==> src/rtl/seq_alu_pkg.sv <==
// seq_alu_pkg: shared widths, opcode and issuer state types for the sequential ALU issue stage
package seq_alu_pkg;
  localparam int OPND_W = 4;
  localparam int RES_W = 5;
  typedef enum logic [1:0] {ALU_ADD = 2'b00, ALU_SUB, ALU_AND, ALU_OR} alu_op_e;
  typedef enum logic [1:0] {ST_IDLE, ST_ISSUE, ST_CAPTURE, ST_RESULT} issue_state_e;
endpackage

==> src/rtl/alu_cmd_fifo.sv <==
// alu_cmd_fifo: synchronous command FIFO, power-of-two DEPTH, push/pop/full/empty
module alu_cmd_fifo #(
  parameter int W = 13,
  parameter int DEPTH = 4
) (
  input  logic         clk,
  input  logic         rst,
  input  logic         push,
  input  logic         pop,
  input  logic [W-1:0] din,
  output logic [W-1:0] dout,
  output logic         full,
  output logic         empty
);
  localparam int AW = $clog2(DEPTH);
  logic [W-1:0] mem_q [DEPTH];
  logic [AW-1:0] wr_q, wr_d, rd_q, rd_d;
  logic [AW:0] cnt_q, cnt_d;
  always_comb begin
    wr_d = wr_q + AW'(push);
    rd_d = rd_q + AW'(pop);
    cnt_d = cnt_q + (AW+1)'(push) - (AW+1)'(pop);
  end
  always_ff @(posedge clk) begin
    if (rst) begin
      wr_q <= '0;
      rd_q <= '0;
      cnt_q <= '0;
    end else begin
      wr_q <= wr_d;
      rd_q <= rd_d;
      cnt_q <= cnt_d;
    end
    if (push) mem_q[wr_q] <= din;
  end
  assign dout = mem_q[rd_q];
  assign full = cnt_q == (AW+1)'(DEPTH);
  assign empty = cnt_q == '0;
endmodule

==> src/rtl/seq_alu_issuer.sv <==
// seq_alu_issuer: buffers ALU commands, issues one at a time, returns tagged results.
// Define ALU_ISSUE_STATS_EN to add saturating issued_cnt/stall_cnt outputs.
module seq_alu_issuer
  import seq_alu_pkg::*;
#(
  parameter int DEPTH = 4,
  parameter int TAG_W = 3
) (
  input  logic                     clk,
  input  logic                     rst,
  input  logic                     cmd_valid,
  output logic                     cmd_ready,
  input  logic signed [OPND_W-1:0] cmd_a,
  input  logic signed [OPND_W-1:0] cmd_b,
  input  logic [1:0]               cmd_op,
  input  logic [TAG_W-1:0]         cmd_tag,
  output logic                     alu_en,
  output logic signed [OPND_W-1:0] alu_a,
  output logic signed [OPND_W-1:0] alu_b,
  output logic [1:0]               alu_op,
  input  logic signed [RES_W-1:0]  alu_c,
  output logic                     res_valid,
  input  logic                     res_ready,
  output logic signed [RES_W-1:0]  res_c,
  output logic [TAG_W-1:0]         res_tag
`ifdef ALU_ISSUE_STATS_EN
  ,
  output logic [15:0]              issued_cnt,
  output logic [15:0]              stall_cnt
`endif
);
  localparam int W = 2 * OPND_W + 2 + TAG_W;
  issue_state_e state_q, state_d;
  logic signed [OPND_W-1:0] a_q, a_d, b_q, b_d;
  alu_op_e op_q, op_d;
  logic [TAG_W-1:0] tag_q, tag_d, res_tag_q, res_tag_d;
  logic signed [RES_W-1:0] res_c_q, res_c_d;
  logic push, pop, full, empty;
  logic [W-1:0] head;
  alu_cmd_fifo #(.W(W), .DEPTH(DEPTH)) u_fifo (
    .clk(clk), .rst(rst), .push(push), .pop(pop),
    .din({cmd_a, cmd_b, cmd_op, cmd_tag}), .dout(head), .full(full), .empty(empty)
  );
  assign cmd_ready = !full;
  assign push = cmd_valid && !full;
  always_comb begin
    pop = (state_q == ST_IDLE || (state_q == ST_RESULT && res_ready)) && !empty;
    state_d = state_q == ST_IDLE    ? (pop ? ST_ISSUE : ST_IDLE)
            : state_q == ST_ISSUE   ? ST_CAPTURE
            : state_q == ST_CAPTURE ? ST_RESULT
            : res_ready ? (empty ? ST_IDLE : ST_ISSUE) : ST_RESULT;
    a_d = pop ? head[TAG_W+2+OPND_W +: OPND_W] : a_q;
    b_d = pop ? head[TAG_W+2 +: OPND_W] : b_q;
    op_d = pop ? alu_op_e'(head[TAG_W +: 2]) : op_q;
    tag_d = pop ? head[TAG_W-1:0] : tag_q;
    res_c_d = state_q == ST_CAPTURE ? alu_c : res_c_q;
    res_tag_d = state_q == ST_CAPTURE ? tag_q : res_tag_q;
  end
  always_ff @(posedge clk) begin
    if (rst) begin
      state_q <= ST_IDLE;
      a_q <= '0;
      b_q <= '0;
      op_q <= ALU_ADD;
      tag_q <= '0;
      res_c_q <= '0;
      res_tag_q <= '0;
    end else begin
      state_q <= state_d;
      a_q <= a_d;
      b_q <= b_d;
      op_q <= op_d;
      tag_q <= tag_d;
      res_c_q <= res_c_d;
      res_tag_q <= res_tag_d;
    end
  end
  assign alu_en = state_q == ST_ISSUE;
  assign alu_a = a_q;
  assign alu_b = b_q;
  assign alu_op = op_q;
  assign res_valid = state_q == ST_RESULT;
  assign res_c = res_c_q;
  assign res_tag = res_tag_q;
`ifdef ALU_ISSUE_STATS_EN
  logic [15:0] issued_q, issued_d, stall_q, stall_d;
  always_comb begin
    issued_d = issued_q + 16'(alu_en && issued_q != 16'hFFFF);
    stall_d = stall_q + 16'(res_valid && !res_ready && stall_q != 16'hFFFF);
  end
  always_ff @(posedge clk) begin
    if (rst) begin
      issued_q <= '0;
      stall_q <= '0;
    end else begin
      issued_q <= issued_d;
      stall_q <= stall_d;
    end
  end
  assign issued_cnt = issued_q;
  assign stall_cnt = stall_q;
`endif
endmodule

==> config.mk <==
export PLATFORM = sky130hd
export DESIGN_NAME = seq_alu_issuer
export DESIGN_NICKNAME = d
export VERILOG_FILES = /design/src/rtl/seq_alu_pkg.sv /design/src/rtl/alu_cmd_fifo.sv /design/src/rtl/seq_alu_issuer.sv
export SDC_FILE = /design/constraint.sdc
export NUM_CORES = 1
export LEC_CHECK = 0
export CAP_MARGIN = 20
export CELL_PAD_IN_SITES_DETAIL_PLACEMENT = 2
export CELL_PAD_IN_SITES_GLOBAL_PLACEMENT = 2
export CORE_ASPECT_RATIO = 1.25
export CORE_MARGIN = 5
export CORE_UTILIZATION = 35
export CTS_BUF_LIST = sky130_fd_sc_hd__clkbuf_4 sky130_fd_sc_hd__clkbuf_8
export DETAILED_ROUTE_END_ITERATION = 10
export GPL_TIMING_DRIVEN = 0
export MAX_ROUTING_LAYER = met4
export PLACE_DENSITY_LB_ADDON = 0.15
export REMOVE_ABC_BUFFERS = 1
export SLEW_MARGIN = 20
export SYNTH_ARGS = -nofsm -noshare
export SYNTH_HDL_FRONTEND = slang
export SYNTH_SLANG_ARGS = --single-unit
==> constraint.sdc <==
create_clock -name clk -period 2.9 [get_ports clk]
set_input_delay 0.725 -clock clk [delete_from_list [all_inputs] [get_ports clk]]
set_output_delay 0.725 -clock clk [all_outputs]
set_load 0.02 [all_outputs]
Word-level counts from Yosys, hierarchy flattened --
Memories as Yosys holds them, arrays and structs flattened. A register that Yosys moved wholly into a read port is not among the register bits. Index checks and enable logic that the tools add are counted. Widths: inputs -> output; s select.
Storage, ports and cells: flip-flop bits (word level) 17, latch bits 0, RAM bits 52, ROM bits 0, output and inout bits 21, memories 1
Operators by class: add/sub/neg operators 4, multipliers 0, divide/modulo/power cells 0, order comparisons 0, equal/unequal tests 4, shift operators 0, mux-type cells 8, bitwise operators 0, reductions and logical operators 8
Memory list:
- u_fifo.mem_q | depth 4, width 13, rd ports 1, clocked after memory_dff 1, wr ports 1, line alu_cmd_fifo.sv:16 | logic [W-1:0] mem_q [DEPTH];
Operators by type and width (count):
- $mux 2 | 4
- $add 2x1->2 | 2
- $eq 2x2->1 const B | 2
- $mux 1 | 4
- $add 3x1->3 | 1
- $eq 3x3->1 const B | 1
- $logic_and 1x1->1 | 3
- $logic_not 3->1 | 1
- $sub 3x1->3 | 1
- $eq 2x1->1 const B | 1
- $logic_not 1->1 | 2
- $logic_not 2->1 | 1
- $logic_or 1x1->1 | 1

Longest topological paths before layout --
word-level depth 6, mapped depth 10

Hierarchy --
From an unflattened synthesis, not the netlist that was laid out.
Second synthesis, totals: cell total of the unflattened synthesis 207, area total of the unflattened synthesis 3223.1 um2
Modules (own cells, without submodules):
- alu_cmd_fifo | times used 1, cells an instance 100, area an instance 2225.9 um2
- seq_alu_issuer | times used 1, cells an instance 107, area an instance 997.2 um2

Worst setup path after synthesis --
OpenSTA, ideal clock, no wires.
path kind input port to flip-flop, start input res_ready, end register u_fifo.cnt_q[2], library setup time 128 ps, data arrival time 2417 ps, setup slack 355 ps, stages on the path 10, buffers on the path 1, cell sequence a21boi_2 -> buf_2 -> nor3_1 -> ha_1 -> inv_1 -> ha_1 -> fa_1 -> xnor2_1 -> xnor2_1 -> nor2_1
On the way: word-level cells in the longest chain between the ends 4
RTL lines:
- from (decl) | line seq_alu_issuer.sv:23 | input logic res_ready,
- $logic_and 1x1->1 | line seq_alu_issuer.sv:47 | pop = (state_q == ST_IDLE || (state_q == ST_RESULT && res_ready)) && !empty;
- $logic_or 1x1->1 | line seq_alu_issuer.sv:47
- $logic_and 1x1->1 | line seq_alu_issuer.sv:47
- named net pop | line seq_alu_issuer.sv:38 | logic push, pop, full, empty;
- $sub 3x1->3 | line alu_cmd_fifo.sv:22 | cnt_d = cnt_q + (AW+1)'(push) - (AW+1)'(pop);
- to (signal assigned) | line alu_cmd_fifo.sv:32 | cnt_q <= cnt_d;
- to (decl) | line alu_cmd_fifo.sv:18 | logic [AW:0] cnt_q, cnt_d;
The timed path passes the listed nets, and every way through them passes these cells. A chain may end at the register's enable or synchronous reset.

Worst setup path after layout --
Ends and elaborated chain as after synthesis.

==> results <==
- Cell internal power was estimated by the tool at between 2 and 2.5 mW.
- At the worst endpoint, the required time is around 3.1 ns.
- Yosys mapped a number of flops with a built-in enable equal to between 50 and 60.
- The combinational share of power is 0.326.
- The count of filler cells inserted in the layout is 899.
- The maximum level of the CTS H-tree is 3.
- The number of buffers between clock root and the deepest sink is 2.
- The number of synthesized register bits is 82.
- From left edge to right edge, the die measures approximately 96 microns.
- The clock latency reported for the late side of the worst-skew pair is approximately 0.35 ns.
- In this run the power density over the cells is between 900 and 1000 mW/mm^2.
- The clock net in this run drives a total of roughly 80 sinks.
- The reported leakage power is around 1.3 nW.
- The flow ran to the end, and the final reports show no timing, DRC or antenna violations.
- The average cell area after synthesis is 15.8 sq um.
- In this run the tightest slew margin relative to its limit is 0.363.
- The number of nets in the finished design is between 200 and 300.
- The fraction of final layout cells with drive strength greater than 1 is 0.147.
- In this run the critical register-to-register path is captured at u_fifo.cnt_q[2].
- In the final layout, flip-flops and latches occupy 0.00216 sq mm.
- The post-synthesis cell type with the largest combined area is edfxtp_1.
- On the final layout, the worst clock skew is ~0.0078 ns.
- Prior to clock tree synthesis, the placed netlist has a worst setup slack of -0.599 ns.
- The post-route worst setup slack is 0.211 ns.
- The number of DRC markers after the initial detailed-route iteration is 56.
- The number of port buffers is 42.
- The area growth from synthesis to layout is 22.4%.
- The routed design has 6790 microns of wire.
- The multi-input combinational cells in the finished layout cover a total of 970 sq um.
- In the routed design, unresolved DRC markers number 0.
- The kind of critical path is input port to flip-flop.
- At the end of routability-driven placement, the weighted congestion stood at 0.661.
- The remaining antenna violation count after routing is 0.
- The final setup violation count is 0.
- Setup repair after global routing left no endpoint under its margin.
- Sorting the synthesized cells by area gives the leading types as edfxtp_1 (48%), dfxtp_1 (19%), mux4_2 (7.0%).
- The async set or reset register ratio after synthesis is 0.
- At the pin with the least slew margin, the transition time is 0.953 ns.
- The cell at the root of the clock tree is clkbuf_8.
- The initial utilization of the core area, before any placement, comes to 0.355.
- The post-synthesis cell type count is 32.
- The total net switching power is between 1 and 1.5 mW.
- The total cell area at the placement stage is 0.00373 sq mm.
- The pin count of the biggest net entering global routing is 31.
- Overall power consumption after layout is estimated at 3.60 mW.
- The post-synthesis adder-cell area fraction is 0.0218.
- After global routing the overflow that remains totals 0.
- Of the total power, the share spent switching nets is 0.332.
- The startpoint identified for the worst register-to-register timing path is u_fifo.cnt_q[1].
- The worst setup path is captured at a flip-flop.
- The proportion of synthesized area in mux cells is 0.119.
- The clock tree from TritonCTS is yes.
- The final routed wire length divided by cell count is approximately 18 microns.
- The arrival time reported for the critical path endpoint is 2.91 ns.
- The number of antenna cells inserted is 0.
- After synthesis, the largest family of logic cells by area is multiplexers.
- The clock transition at the register clock pins on the worst setup and hold paths after CTS is 0.08 ns.
- The area fraction in compound gates after synthesis was 0.0897.
- The hold violation count in the final report is 0.
- The via density per instance is 4.90.
- Of the total power, the clock network draws 0.220.
- The initial antenna violation count was 0.
- For this run, the total global-route usage over all layers was measured as 0.138.
- The number of violations of the max-capacitance limit is 0.
- The final cell utilization of the core is 0.434.
- The first global-routing pass estimated 11100 microns of wire.
- The worst min-delay path class is flip-flop to flip-flop.
- The fraction of the cycle the final worst path needs is 0.927.
- The final critical-path required period is around 2.7 ns.
- The worst hold path was traced through 2 stages.
- For the final routed database, the setup TNS stands at 0 ns.
- The die height is 117 microns.
- The share of total power dissipated in sequential elements is 0.454.
- The dominant register cell in the synthesized netlist is edfxtp_1.
- The core outline area is 0.00908 sq mm.
- Hold repair after CTS inserted 0 buffers.
- The upper clock frequency limit is 372 MHz.
- The top-level port count is 43.
- The final max-slew violation count is 0.
- The floorplan has 39 rows.
- The HPWL after detailed placement is about 4600 microns.
- The maximum net fanout on the critical path is 3.
- The mapped cell area is 0.00322 sq mm.
- The fraction of the yosys area taken by sequential cells is 0.671.
- Yosys printed 0 warnings.
- Clock tree synthesis inserted a total of 9 buffers.
- Counting every instance in the synthesized netlist gives ~200.
- The origin of the worst min-delay path is alu_op[1].
- STA classifies the critical path startpoint as an input port.
- In the post-synthesis netlist, the cell with the most instances is edfxtp_1.
- Of the total synthesized cell area, the portion taken by XOR and XNOR cells is 0.0109.
- The number of global-route vias before repair came to 2075.
- The final standard cell area without fillers is ~0.0039 sq mm.
- Across the VDD grid, the largest voltage drop is 0.350 mV.
- The share of synthesized area in the top cell type comes to 0.485.
- The detailed-routing iteration count for the pre-antenna-repair pass is 3.
- The simple-gate share of the synthesized area is 0.0501.
- The count of cells along the worst register-to-register path is 9.
- The worst hold path terminates at alu_op[1].
- Setup slack on the worst reg-to-reg path comes out at a little over 0.3 ns.
- After synthesis, the most frequently instantiated cells are edfxtp_1 (52), dfxtp_1 (30), a21oi_1 (13), o211ai_1 (13), o31ai_1 (13).
- The start point of the critical path is res_ready.
- The floorplan die area is between 0.01 and 0.015 sq mm.
- The via count of the routed design is 1837.
final cells by class:
cell class | count | share of cell area
Multi-Input combinational cell | 102 | 0.246
Timing Repair Buffer | 46 | 0.114
Inverter | 6 | 0.00571
Clock buffer | 9 | 0.0314
Tap cell | 123 | 0.0390
Clock inverter | 7 | 0.0152
Sequential cell | 82 | 0.549
critical path, stage by stage:
cell             delay (ns)
clkdlybuf4s50_1        0.58
a21boi_4               0.09
nor3_1                 0.31
ha_1                   0.19
inv_1                  0.04
ha_1                   0.20
fa_1                   0.39
xnor2_1                0.19
xnor2_1                0.14
nor2_1                 0.05
flip-flops by register name, summed over array words and instances (netlist names):
register      count
alu_a             4
alu_b             4
alu_op            2
res_c             5
res_tag           3
state_q           2
tag_q             3
u_fifo.cnt_q      3
u_fifo.mem_q     52
u_fifo.rd_q       2
u_fifo.wr_q       2
worst max-delay path by stage:
stage | end | slack (ns) | depth (start not counted)
3_3_place_gp | u_fifo.mem_q[1][10] | -0.71 | 3
6_report | u_fifo.cnt_q[2] | 0.21 | 10
5_1_grt | u_fifo.cnt_q[2] | 0.07 | 10
3_5_place_dp | u_fifo.cnt_q[2] | -0.60 | 10
4_1_cts | alu_en | 0.01 | 2
2_1_floorplan | u_fifo.cnt_q[2] | 0.32 | 9
metal layers:
metal,vias up,GRT usage,part of all wire
met1,913,0.165,0.45
met3,9,0.0243,0.042
met5,-,-,0
met2,41,0.223,0.48
li1,874,-,-
met4,0,0.0740,0.023
per-stage QoR:
| stage | cells | hold WS (ns) |
|---|---|---|
| after floorplan | 190 | 0.442 |
| after global placement | 355 | 0.460 |
| after detailed placement | 358 | 0.467 |
| after CTS | 375 | 0.480 |
| after global routing | 375 | 0.502 |
| final | 375 | 0.476 |
kinds of logic (layout without fill, tap and decap cells):
group,Yosys count,count (layout)
xor+xnor,4,4
flops,82,82
compound gates,42,42
fa+ha+maj,5,5
buf+inv,20,68
simple gates,30,30
mux,21,21
power by group through the flow:
stage	Combinational, mW	Clock [mW]	Sequential (mW)
3_5_place_dp	1.17	0	1.66
3_3_place_gp	1.13	0	1.65
5_1_grt	1.29	0.876	1.67
6_report	1.17	0.793	1.63
2_1_floorplan	0.664	0	1.70
4_1_cts	1.20	0.824	1.64
what timing repair did:
action,4_1_cts,5_1_grt
buffers inserted,1,0
resized for setup,2,1
setup endpoints to repair,1,2
pin swaps,1,0
hold endpoints to repair,0,0
layout by cell type, fill, tap and decap left out:
| cell | netlist | routed |
|---|---|---|
| ha_1 | 4 | 4 |
| clkinv_1 | 0 | 2 |
| clkinvlp_4 | 0 | 1 |
| and2_1 | 1 | 1 |
| a21oi_1 | 13 | 13 |
| clkinv_2 | 0 | 3 |
| bufinv_16 | 0 | 1 |
| mux4_1 | 3 | 3 |
| edfxtp_1 | 52 | 52 |
| nor3_2 | 1 | 1 |
| a21boi_4 | 0 | 1 |
| buf_4 | 0 | 3 |
| o211ai_1 | 13 | 13 |
| and3_1 | 2 | 2 |
| dfxtp_1 | 30 | 30 |
| a311oi_1 | 1 | 1 |
| nor3b_2 | 0 | 2 |
| clkbuf_8 | 0 | 9 |
| nor2b_1 | 5 | 5 |
| clkdlybuf4s50_1 | 0 | 41 |
| fa_1 | 1 | 1 |
| nor3_1 | 3 | 2 |
| inv_2 | 1 | 1 |
| inv_1 | 5 | 5 |
| or3b_1 | 1 | 1 |
| mux4_2 | 10 | 10 |
| mux2i_1 | 8 | 8 |
| xnor2_1 | 4 | 4 |
| buf_2 | 8 | 1 |
| a21oi_2 | 1 | 1 |
| buf_6 | 1 | 1 |
| nor2_1 | 12 | 12 |
| and2b_2 | 0 | 1 |
| or3_1 | 1 | 1 |
| nor3_4 | 0 | 1 |
| o31ai_1 | 13 | 13 |
| nand2_1 | 1 | 1 |
Power figures use the tool's default switching activity.
